==> src/rtl/sort4_controller_pkg.sv <==
// Shared state encoding, default geometry and width helper for the bubble-sort controller.
package sort_pkg;

    localparam logic [1:0] ST_IDLE = 2'd0;
    localparam logic [1:0] ST_SORT = 2'd1;
    localparam logic [1:0] ST_DONE = 2'd2;

    typedef enum logic [1:0] {
        IDLE = ST_IDLE,
        SORT = ST_SORT,
        DONE = ST_DONE
    } state_t;

    localparam int N_DEF = 4;
    localparam int W_DEF = 4;

    function automatic int cnt_width(input int n);
        return $clog2(n * n) + 1;
    endfunction

endpackage

==> src/rtl/sort4_controller_signed_cmp.sv <==
// Two's-complement magnitude compare built on a W-bit adder/subtractor in subtract mode.
module signed_cmp #(
    parameter int W = 4
) (
    input  logic signed [W-1:0] a,
    input  logic signed [W-1:0] b,
    output logic                eq,
    output logic                gt,
    output logic                lt
);

    localparam logic MODE = 1'b1;

    logic [W-1:0] b_op;
    logic [W-1:0] s;
    logic         v;

    // a - b as a + ~b + 1; v flags signed overflow of that addition
    assign b_op = b ^ {W{MODE}};
    assign s    = a + b_op + W'(MODE);
    assign v    = (a[W-1] == b_op[W-1]) && (s[W-1] != a[W-1]);

    assign lt = v ^ s[W-1];
    assign eq = (s == '0);
    assign gt = ~(lt | eq);

endmodule

==> src/rtl/sort4_controller.sv <==
// Sequential bubble sort of N signed W-bit elements, one compare-and-swap per clock.
module sort4_controller
    import sort_pkg::*;
#(
    parameter int N = N_DEF,
    parameter int W = W_DEF
) (
    input  logic                      clk,
    input  logic                      rst_n,
    input  logic                      start,
    input  logic [N*W-1:0]            din,
    output logic                      busy,
    output logic                      done,
    output logic [N*W-1:0]            dout,
    output logic [cnt_width(N)-1:0]   swap_cnt
);

    localparam int CW = cnt_width(N);
    localparam int IW = $clog2(N);

    state_t               state;
    state_t               state_nxt;
    logic signed [W-1:0]  r [N];
    logic [IW-1:0]        i;
    logic [IW-1:0]        i_nxt;
    logic                 swapped;
    logic                 last;
    logic [CW-1:0]        cnt;
    logic [CW-1:0]        cnt_held;
    logic                 held;
    logic signed [W-1:0]  a;
    logic signed [W-1:0]  b;
    logic                 cmp_eq;
    logic                 cmp_gt;
    logic                 cmp_lt;
    logic                 do_swap;

    assign i_nxt = i + IW'(1);
    assign last  = (i == IW'(N - 2));
    assign a     = r[i];
    assign b     = r[i_nxt];

    signed_cmp #(.W(W)) u_cmp (
        .a  (a),
        .b  (b),
        .eq (cmp_eq),
        .gt (cmp_gt),
        .lt (cmp_lt)
    );

    // Only a strict greater-than swaps, so equal elements keep their order
    assign do_swap = cmp_gt & ~cmp_lt & ~cmp_eq;

    // Once a result exists, the reported count is frozen until the next DONE
    assign swap_cnt = held ? cnt_held : cnt;

    always_ff @(posedge clk or negedge rst_n) begin
        if (!rst_n) state <= IDLE;
        else        state <= state_nxt;
    end

    always_comb begin
        state_nxt = state;
        busy      = 1'b0;
        case (state)
            IDLE: if (start) state_nxt = SORT;
            SORT: begin
                busy = 1'b1;
                if (last && !swapped && !do_swap) state_nxt = DONE;
            end
            DONE: begin
                busy      = 1'b1;
                state_nxt = IDLE;
            end
            default: state_nxt = IDLE;
        endcase
    end

    always_ff @(posedge clk or negedge rst_n) begin
        if (!rst_n) begin
            for (int k = 0; k < N; k++) r[k] <= '0;
            i        <= '0;
            swapped  <= 1'b0;
            cnt      <= '0;
            cnt_held <= '0;
            held     <= 1'b0;
            dout     <= '0;
            done     <= 1'b0;
        end else begin
            done <= 1'b0;
            case (state)
                IDLE: if (start) begin
                    for (int k = 0; k < N; k++) r[k] <= din[k*W +: W];
                    i       <= '0;
                    swapped <= 1'b0;
                    cnt     <= '0;
                end
                SORT: begin
                    if (do_swap) begin
                        r[i]     <= b;
                        r[i_nxt] <= a;
                        cnt      <= cnt + CW'(1);
                    end
                    if (!last) begin
                        i <= i_nxt;
                        if (do_swap) swapped <= 1'b1;
                    end else begin
                        i       <= '0;
                        swapped <= 1'b0;
                    end
                end
                DONE: begin
                    for (int k = 0; k < N; k++) dout[k*W +: W] <= r[k];
                    done     <= 1'b1;
                    cnt_held <= cnt;
                    held     <= 1'b1;
                end
                default: ;
            endcase
        end
    end

endmodule

==> config.mk <==
export PLATFORM = sky130hd
export DESIGN_NAME = sort4_controller
export DESIGN_NICKNAME = d
export VERILOG_FILES = /design/src/rtl/sort4_controller_pkg.sv /design/src/rtl/sort4_controller_signed_cmp.sv /design/src/rtl/sort4_controller.sv
export SDC_FILE = /design/constraint.sdc
export NUM_CORES = 1
export LEC_CHECK = 0
export ABC_AREA = 1
export CELL_PAD_IN_SITES_DETAIL_PLACEMENT = 0
export CELL_PAD_IN_SITES_GLOBAL_PLACEMENT = 1
export CORE_ASPECT_RATIO = 1.25
export CORE_MARGIN = 2
export CORE_UTILIZATION = 26
export DETAILED_ROUTE_END_ITERATION = 8
export PLACE_DENSITY_LB_ADDON = 0.05
export SLEW_MARGIN = 20
export SYNTH_ARGS = -nofsm -noshare
export SYNTH_HDL_FRONTEND = slang
export SYNTH_SLANG_ARGS = --single-unit
==> constraint.sdc <==
create_clock -name clk -period 5 [get_ports clk]
set_input_delay 1 -clock clk [delete_from_list [all_inputs] [get_ports clk]]
set_output_delay 1 -clock clk [all_outputs]
set_load 0.1 [all_outputs]
==> results.cfg <==
[outcome]
status = finished clean

[timing]
finalWorstPathRequiredPeriod_ns = 3.29
timing.fmax_ghz = 0.304
fin_skew_ns = 0.00762
drv_slew = 0
hold_viol = 0
setup_viol = 0
finalWorstSetupSlack_ns = 1.71
rsz0062_at_grt = no
relSlewSlack = 0.340
period_share = 0.659
tns_ns = 0
worst_slew_pin_slew_ns = 0.987

[placement]
postPlaceCellArea_mm2 = 0.00353
portBuffers = 41
place_ws_ns = 1.70
gp_congestion = 0.836
hpwlAfterDp_mm = 6.66

[yosys]
yosysUniqueCellTypes = 29
synth-seq-cells = 49
synthesis.nets = 419
synth_cells = 386
synth.avg_cell_area_um2 = 7.82
synth_warnings = 0
syn-cell-area_mm2 = 0.00302
yosysSeqAreaShare = 0.406

[cts]
cts_tree = done
cts_hold_buf = 0
cts_max_level = 2
cts.sinks = 49
cts.reportedPaths.clkPinSlew_ns = 0.07
clock-root-buffer = clkbuf_16
cts_resized = 0
clockBufferDepth = 2
cts_made_buffers = 5
clk_latency_ns = 0.30
cts_setup_buffers = 0

[global_route]
antenna_found_initial = 0
grt_pass1_vias = 2707
track_usage = 0.155
grt_max_degree = 50
grt_pass1_wl_mm = 14.9
overflow = 0

[die]
initial_core_util = 0.264
ios = 42
fp.dieW_um = 100
dieArea_mm2 = 0.0125
core-area_mm2 = 0.0115
rows = 44
die_h_um = 124

[final_layout]
antennaDiodeCount = 0
final_area_mm2 = 0.00368
fin_util = 0.321
fin_nets = 457
drive_above_1_share = 0.120
area_growth_pct = 21.9
fillCellCount = 1280

[detailed_routing]
drt-initial-drc-count = 105
num_vias = 2614
wire_per_inst_um = 16.0
drc = 0
ant_nets = 0
routed_wl_mm = 9.01
drt-vias-per-instance = 4.64
drt-pass1-iter-count = 4

[worst_setup_path]
cp_max_fo = 24
cp.required_ns = 5.19
cpPeakStageDelay_ns = 0.86
cp_common_cell = nand2_1
path_cells = inv_8 > ha_1 > inv_2 > nand3_1 > nand2_1 > ha_1 > nand2_1 > nand2_1 > nand2_1 > nand3_1 > nand3_2 > nand2_4 > nand2_4 > nand2_8 > nand2_1 > nand2_1 > nand2_1
arrival_ns = 3.49
cpMaxStageDelayCell = dfrtp_1
end_kind = flop
cp-start-kind = flop
reg2reg_depth = 17
critical_path_class = reg -> reg

[worst_hold_path]
hold-path-cell-count = 1
hp-class = reg -> reg

[run]
drv_cap = 0
final timing paths:
check                      slack (ns)      end  startpoint
setup reg to reg                 1.71     r[9]        i[0]
max in group asynchronous        3.73     r[8]       rst_n
hold / removal                   0.51  dout[5]     dout[5]
setup / recovery                 1.71     r[9]        i[0]
hold reg to reg                  0.51  dout[5]     dout[5]
min in group asynchronous        0.82     r[7]       rst_n
critical path, delay by kind of cell (launching register included):
kind / cells / cell delay [ns]
adders and majority gates: 2 / 0.78
buffers and inverters: 2 / 0.23
DFF: 1 / 0.86
and+or+nand+nor: 13 / 1.28
final cells by class:
| cell class | instances | area (µm²) | area share |
|---|---|---|---|
| Multi-Input combinational cell | 293 | 1580 | 0.429 |
| Sequential cell | 49 | 1230 | 0.333 |
| Timing Repair Buffer | 44 | 428 | 0.116 |
| Tap cell | 138 | 173 | 0.0469 |
| Clock buffer | 5 | 125 | 0.0340 |
| Inverter | 31 | 124 | 0.0337 |
| Clock inverter | 3 | 25.0 | 0.00680 |
cell usage in the layout (no fill, tap or decap), drive strengths merged:
cell type      instances
a21oi                  8
buf                    4
clkbuf                 5
clkdlybuf4s50         40
clkinv                 1
clkinvlp               1
dfrtp                 49
ha                    14
inv                   32
mux2                  14
nand2                167
nand3                 48
nand4                  1
nor2                   9
o21ai                 12
o22ai                 16
or2                    1
xor2                   3
cell usage after synthesis:
cell / count / area share
nand2_2: 6 / 0.012
nand3_2: 4 / 0.013
buf_8: 2 / 0.010
inv_1: 26 / 0.032
buf_6: 1 / 0.0037
inv_2: 4 / 0.0050
nand2_8: 1 / 0.0066
a21oi_4: 1 / 0.0054
ha_1: 14 / 0.058
buf_2: 5 / 0.0083
dfrtp_1: 49 / 0.41
nand2_1: 156 / 0.19
inv_8: 1 / 0.0037
o21ai_0: 12 / 0.020
nor2_2: 1 / 0.0021
or2_2: 1 / 0.0021
nand2_4: 4 / 0.015
xor2_1: 3 / 0.0087
buf_4: 1 / 0.0025
nor2_4: 1 / 0.0037
a21oi_2: 1 / 0.0029
a21oi_1: 6 / 0.010
buf_1: 1 / 0.0012
o22ai_1: 16 / 0.033
nand3_1: 44 / 0.073
clkbuf_1: 3 / 0.0037
mux2_2: 14 / 0.052
nand4_1: 1 / 0.0021
nor2_1: 7 / 0.0087
registers in the layout (all words and copies together) (netlist names), 2 cells and up:
name,cells
cnt_held,5
r,16
dout,16
cnt,5
i,2
state,2
routing by layer:
layer  global-route usage  part of all wire  vias to the layer above
met5                    0                 0                        -
met4               0.0540             0.025                        0
met3               0.0269             0.033                       14
met2                0.268              0.49                       64
met1                0.192              0.45                     1210
li1                     -                 -                     1326
kinds of logic (layout without fill, tap and decap cells):
| logic type | count (synthesis) | after routing | share of synthesized area |
|---|---|---|---|
| buffers and inverters | 44 | 83 | 0.0705 |
| adder cells (fa/ha/maj) | 14 | 14 | 0.0580 |
| AND/OR/NAND/NOR | 226 | 226 | 0.333 |
| XOR/XNOR | 3 | 3 | 0.00871 |
| AO/OA/AOI/OAI | 36 | 36 | 0.0713 |
| flip-flops | 49 | 49 | 0.406 |
| multiplexers | 14 | 14 | 0.0522 |
stage by stage:
stage                     hold slack (ns)  std cells
after floorplan                     0.464        386
after global placement              0.491        555
after detailed placement            0.495        555
after CTS                           0.512        563
after global routing                0.533        563
final                               0.507        563
Power is left out: the tool's default activity adds up to more than one toggle a clock period on the data nets, which glitch-free logic cannot reach.
